### src/rtl/exec_stage_param.sv
// Parametrised cpu15 execute/writeback stage with branch flush, stall hold and flag/flush status.
// Optional flushed-cycle performance counter is built only when EXEC_FLUSH_CNT_EN is defined.
module exec_stage_param #(
    parameter int DATA_W      = 16,
    parameter int PC_W        = 8,
    parameter int IMM_W       = 8,
    parameter int FLUSH_SLOTS = 2,
    parameter int CNT_W       = 16
) (
    input  logic              CLK_EX,
    input  logic              RESET,
    input  logic              STALL,
    input  logic [3:0]        OP_CODE,
    input  logic [DATA_W-1:0] REG_A,
    input  logic [DATA_W-1:0] REG_B,
    input  logic [IMM_W-1:0]  OP_DATA,
    input  logic [DATA_W-1:0] RAM_OUT,
    output logic [PC_W-1:0]   P_COUNT,
    output logic [DATA_W-1:0] REG_IN,
    output logic [DATA_W-1:0] RAM_IN,
    output logic              REG_WEN,
    output logic              RAM_WEN,
    output logic              CMP_FLAG,
    output logic              FLUSHING,
    output logic [CNT_W-1:0]  FLUSH_CNT
);

    typedef enum logic [3:0] {
        OP_NOP = 4'h0, OP_ADD = 4'h1, OP_SUB = 4'h2, OP_AND = 4'h3,
        OP_OR  = 4'h4, OP_SL  = 4'h5, OP_SR  = 4'h6, OP_SRA = 4'h7,
        OP_LDL = 4'h8, OP_LDH = 4'h9, OP_CMP = 4'hA, OP_JE  = 4'hB,
        OP_JMP = 4'hC, OP_LD  = 4'hD, OP_ST  = 4'hE, OP_MOV = 4'hF
    } opcode_t;

    localparam logic [2:0] FLUSH_LOAD = 3'(FLUSH_SLOTS);

    logic [PC_W-1:0]   r_pc;
    logic [DATA_W-1:0] r_regIn;
    logic [DATA_W-1:0] r_ramIn;
    logic              r_regWen;
    logic              r_ramWen;
    logic              r_cmpFlag;
    logic [2:0]        r_flushCtr;

    logic [PC_W-1:0]   w_pcNext;
    logic [DATA_W-1:0] w_regInNext;
    logic [DATA_W-1:0] w_ramInNext;
    logic              w_regWenNext;
    logic              w_ramWenNext;
    logic              w_flagNext;
    logic [2:0]        w_flushNext;
    logic [PC_W-1:0]   w_target;
    logic              w_inFlush;
    opcode_t           w_op;

    assign w_op      = opcode_t'(OP_CODE);
    assign w_target  = PC_W'(OP_DATA);
    assign w_inFlush = (r_flushCtr != 3'd0);

    // Next-state decode; everything holds by default and write enables drop unless an op writes.
    always_comb begin
        w_pcNext     = r_pc;
        w_regInNext  = r_regIn;
        w_ramInNext  = r_ramIn;
        w_regWenNext = 1'b0;
        w_ramWenNext = 1'b0;
        w_flagNext   = r_cmpFlag;
        w_flushNext  = r_flushCtr;
        if (!STALL) begin
            w_pcNext = r_pc + PC_W'(1);
            if (w_inFlush) begin
                w_flushNext = r_flushCtr - 3'd1;
            end else begin
                case (w_op)
                    OP_NOP: ;
                    OP_ADD: begin w_regInNext = REG_A + REG_B; w_regWenNext = 1'b1; end
                    OP_SUB: begin w_regInNext = REG_A - REG_B; w_regWenNext = 1'b1; end
                    OP_AND: begin w_regInNext = REG_A & REG_B; w_regWenNext = 1'b1; end
                    OP_OR:  begin w_regInNext = REG_A | REG_B; w_regWenNext = 1'b1; end
                    OP_SL:  begin w_regInNext = {REG_A[DATA_W-2:0], 1'b0}; w_regWenNext = 1'b1; end
                    OP_SR:  begin w_regInNext = {1'b0, REG_A[DATA_W-1:1]}; w_regWenNext = 1'b1; end
                    OP_SRA: begin
                        w_regInNext  = {REG_A[DATA_W-1], REG_A[DATA_W-1:1]};
                        w_regWenNext = 1'b1;
                    end
                    OP_LDL: begin
                        w_regInNext  = {REG_A[DATA_W-1:IMM_W], OP_DATA};
                        w_regWenNext = 1'b1;
                    end
                    OP_LDH: begin
                        w_regInNext  = {OP_DATA, REG_A[DATA_W-IMM_W-1:0]};
                        w_regWenNext = 1'b1;
                    end
                    OP_CMP: w_flagNext = (REG_A == REG_B);
                    OP_JE: begin
                        if (r_cmpFlag) begin
                            w_pcNext    = w_target;
                            w_flushNext = FLUSH_LOAD;
                        end
                    end
                    OP_JMP: begin
                        w_pcNext    = w_target;
                        w_flushNext = FLUSH_LOAD;
                    end
                    OP_LD:  begin w_regInNext = RAM_OUT; w_regWenNext = 1'b1; end
                    OP_ST:  begin w_ramInNext = REG_A; w_ramWenNext = 1'b1; end
                    OP_MOV: begin w_regInNext = REG_B; w_regWenNext = 1'b1; end
                    default: ;
                endcase
            end
        end
    end

    always_ff @(posedge CLK_EX or posedge RESET) begin
        if (RESET) begin
            r_pc       <= '0;
            r_regIn    <= '0;
            r_ramIn    <= '0;
            r_regWen   <= 1'b0;
            r_ramWen   <= 1'b0;
            r_cmpFlag  <= 1'b0;
            r_flushCtr <= 3'd0;
        end else begin
            r_pc       <= w_pcNext;
            r_regIn    <= w_regInNext;
            r_ramIn    <= w_ramInNext;
            r_regWen   <= w_regWenNext;
            r_ramWen   <= w_ramWenNext;
            r_cmpFlag  <= w_flagNext;
            r_flushCtr <= w_flushNext;
        end
    end

`ifdef EXEC_FLUSH_CNT_EN
    logic [CNT_W-1:0] r_flushCnt;

    // Saturating count of unstalled cycles spent suppressing instructions.
    always_ff @(posedge CLK_EX or posedge RESET) begin
        if (RESET) begin
            r_flushCnt <= '0;
        end else if (!STALL && w_inFlush && (r_flushCnt != '1)) begin
            r_flushCnt <= r_flushCnt + CNT_W'(1);
        end
    end

    assign FLUSH_CNT = r_flushCnt;
`else
    assign FLUSH_CNT = '0;
`endif

    assign P_COUNT  = r_pc;
    assign REG_IN   = r_regIn;
    assign RAM_IN   = r_ramIn;
    assign REG_WEN  = r_regWen;
    assign RAM_WEN  = r_ramWen;
    assign CMP_FLAG = r_cmpFlag;
    assign FLUSHING = w_inFlush;

endmodule

### config.mk
export PLATFORM = sky130hd
export DESIGN_NAME = exec_stage_param
export DESIGN_NICKNAME = d
export VERILOG_FILES = /design/src/rtl/exec_stage_param.sv
export SDC_FILE = /design/constraint.sdc
export NUM_CORES = 1
export LEC_CHECK = 0
export CAP_MARGIN = 0
export CORE_MARGIN = 2
export CORE_UTILIZATION = 55
export DETAILED_ROUTE_END_ITERATION = 7
export HOLD_SLACK_MARGIN = 0.05
export PLACE_DENSITY = 0.9
export SYNTH_ARGS = -nofsm -noshare
export SYNTH_HDL_FRONTEND = slang
export SYNTH_SLANG_ARGS = --single-unit
### constraint.sdc
create_clock -name CLK_EX -period 4.9 [get_ports CLK_EX]
set_input_delay 0.735 -clock CLK_EX [delete_from_list [all_inputs] [get_ports CLK_EX]]
set_output_delay 0.735 -clock CLK_EX [all_outputs]
set_load 0.01 [all_outputs]
==> impl_metrics.ini <==
[logic_synthesis]
syn_avg_cell_area_um2 = 7.48
synth.yosys.warnings = 0
synthCells = 728
synth.distinct_cells = 73
syn_area_mm2 = 0.00545
ys_ff_latch = 46
ys_seq_area_share_pct = 21.1
ys.flop_type = dfrtp_1
synth_top_area_share_pct = 21.1
yosysMostFrequentCell = nand2_1
ys_top_cells_by_area = dfrtp_1 (21%), ha_1 (11%), o21ai_0 (5.8%), a21oi_1 (5.1%), nand2_1 (4.8%)
synthArstFlopShare_pct = 100
yosysTopAreaCell = dfrtp_1
synth_edf_count = 0
synth_commonest_cells = nand2_1 (69), o21ai_0 (63), inv_1 (57)

[placement]
io_buffers = 106
dpl.hpwl_mm = 15.6
pre_cts_ws_ns = 1.04
gp_congestion = 1.01

[global_route]
grt_pass1_vias = 5677
track_usage_pct = 38.1
grt_max_degree = 48
grt_antenna_before_repair = 0
grt.overflow.total = 0
grt_first_pass_wirelength_mm = 32.2

[sta]
skew_ns = 0.0131
final.setup.worst_slack_ns = 1.26
relSlewSlack_pct = 20.4
min_period_ns = 3.64
rsz0062_at_grt = no
setup_violations = 0
holdWs_ns = 0.482
fmax_mhz = 275
setup_tns_ns = 0
timing.final.crit_share_pct = 74.3
timing.final.hold_violations = 0
tightest_slew_ns = 1.19
slew_violations = 0

[pwr]
leakagePower_nw = 2.79
finalPower_mw = 2.09
ir_drop_uv = 200
p_per_area_mw_per_mm2 = 320

[worst_hold_path]
hold-path-cell-count = 2
hold_end = RAM_IN[15]$_DFFE_PP0P_
min_from = RAM_IN[15]$_DFFE_PP0P_
hp-class = reg2reg

[worst_setup_path]
r2r_slack_ns = 1.91
r2r_start = r_flushCtr[0]$_DFFE_PP0P_
critPathRequiredTime_ns = 5.03
crit_arrival_ns = 3.77
end_kind = register
worstSetupPathType = in2reg
worstReg2RegEnd = RAM_IN[11]$_DFFE_PP0P_
startpoint_type = input pin
r2r_cells = 8
crit_path_max_fanout = 47
startpoint = OP_CODE[2]

[clock_tree]
cts_setup_buffers = 0
ctsLongestPathBuffers = 2
cts_root_buffer = clkbuf_8
cts_inserted_buffers = 5
clkSinkCount = 46
ctsHoldBuffers = 0
clkTransAtPathRegs_ns = 0.09
clkLatencyLatePin_ns = 0.34
tritoncts = done
cts_resized = 0
h-tree-depth = 2

[detailed_routing]
drc = 0
vias_per_cell = 6.51
num_vias = 6068
wirelength_mm = 20.8
firstDrtPassIters = 5
first_iter_violations = 676
antenna_left = 0
avgRoutedWirePerCell_um = 22.3

[floorplan]
coreArea_mm2 = 0.00968
chipHeight_um = 104
dieArea_mm2 = 0.0107
die_w_um = 104
io-pin-count = 123
initial_core_util_pct = 56.3
num_rows = 36

[final_layout]
multi_input_area_mm2 = 0.00374
seq_area_mm2 = 0.00115
antenna-diode-count = 0
synthToLayoutAreaGrowth_pct = 19.8
nets = 913
fill_cells = 846
drive_gt1_share_pct = 4.38

[job]
cap_violations = 0

[status]
status = finished, final reports clean
==> report_power, final <==
part	switching, mW	internal, mW	total, mW
Combinational	0.554	0.524	1.08
Sequential	0.115	0.530	0.645
Clock	0.158	0.205	0.363
==> placed cells by master, fill, tap and decap left out, types with 9 or more instances in the layout <==
cell and instances:
a21oi_1 55, a22oi_1 13, a31oi_1 11, clkdlybuf4s50_1 106, conb_1 16, dfrtp_1 46, ha_1 50, inv_1 56
nand2_1 69, nand2b_1 10, nand3_1 26, nor2_1 56, nor3_1 19, o21ai_0 63, o221ai_1 9, o22ai_1 12
xnor2_1 10
==> worst max-delay path by stage <==
stage                     cells after the start                     end  slack (ns)
after floorplan                              10  REG_IN[14]$_DFFE_PP0P_        2.20
after global routing                          7  RAM_IN[11]$_DFFE_PP0P_        1.04
after detailed placement                      7  RAM_IN[11]$_DFFE_PP0P_        1.04
after CTS                                     7  RAM_IN[11]$_DFFE_PP0P_        1.35
after global placement                        7  RAM_IN[11]$_DFFE_PP0P_        0.88
final                                         7  RAM_IN[11]$_DFFE_PP0P_        1.26
==> metal layers <==
| layer | part of all wire, % | track usage, % |
|---|---|---|
| met4 | 3.1 | 12.2 |
| met5 | 0 | 0 |
| met3 | 12 | 8.37 |
| met1 | 41 | 52.9 |
| met2 | 44 | 59.5 |
==> through the flow <==
stage	utilization [%]	instance area (um^2)	std cells
3_5_place_dp	66.0	6390	924
3_3_place_gp	66.0	6390	924
2_1_floorplan	-	5510	743
4_1_cts	67.4	6530	932
5_1_grt	67.4	6530	932
6_report	67.4	6530	932
==> cell families after synthesis <==
logic type,after synthesis,share of synthesized area [%]
AOI/OAI and AO/OA,250,30.7
xor gates and xnor gates,13,2.09
adders and majority gates,52,12.2
buffers and inverters,123,11.3
DFF,46,21.1
muxes,10,1.88
other,1,0.0688
and+or+nand+nor,233,20.6
==> sequential cells by signal, summed over array words and instances, names as in the netlist <==
register and flops:
P_COUNT 8, r_flushCtr 3, RAM_IN 16, REG_WEN 1, CMP_FLAG 1, REG_IN 16
RAM_WEN 1
==> final cells by class <==
cell class,instances,share of cell area [%]
flip-flops and latches,46,17.6
multi-input cells,574,57.3
repair buffers,114,17.2
well taps,133,2.55
inverters,57,3.28
clock inverters,3,1.05
clock buffers,5,1.05
==> worst max-delay path, stage by stage <==
cell	delay [ns]
clkdlybuf4s50_1	0.46
buf_4	0.46
nand2_1	0.39
nor2_1	0.29
nand3_1	0.86
nand2_1	0.38
o21ai_0	0.18
(Power assumes the default switching activity.)
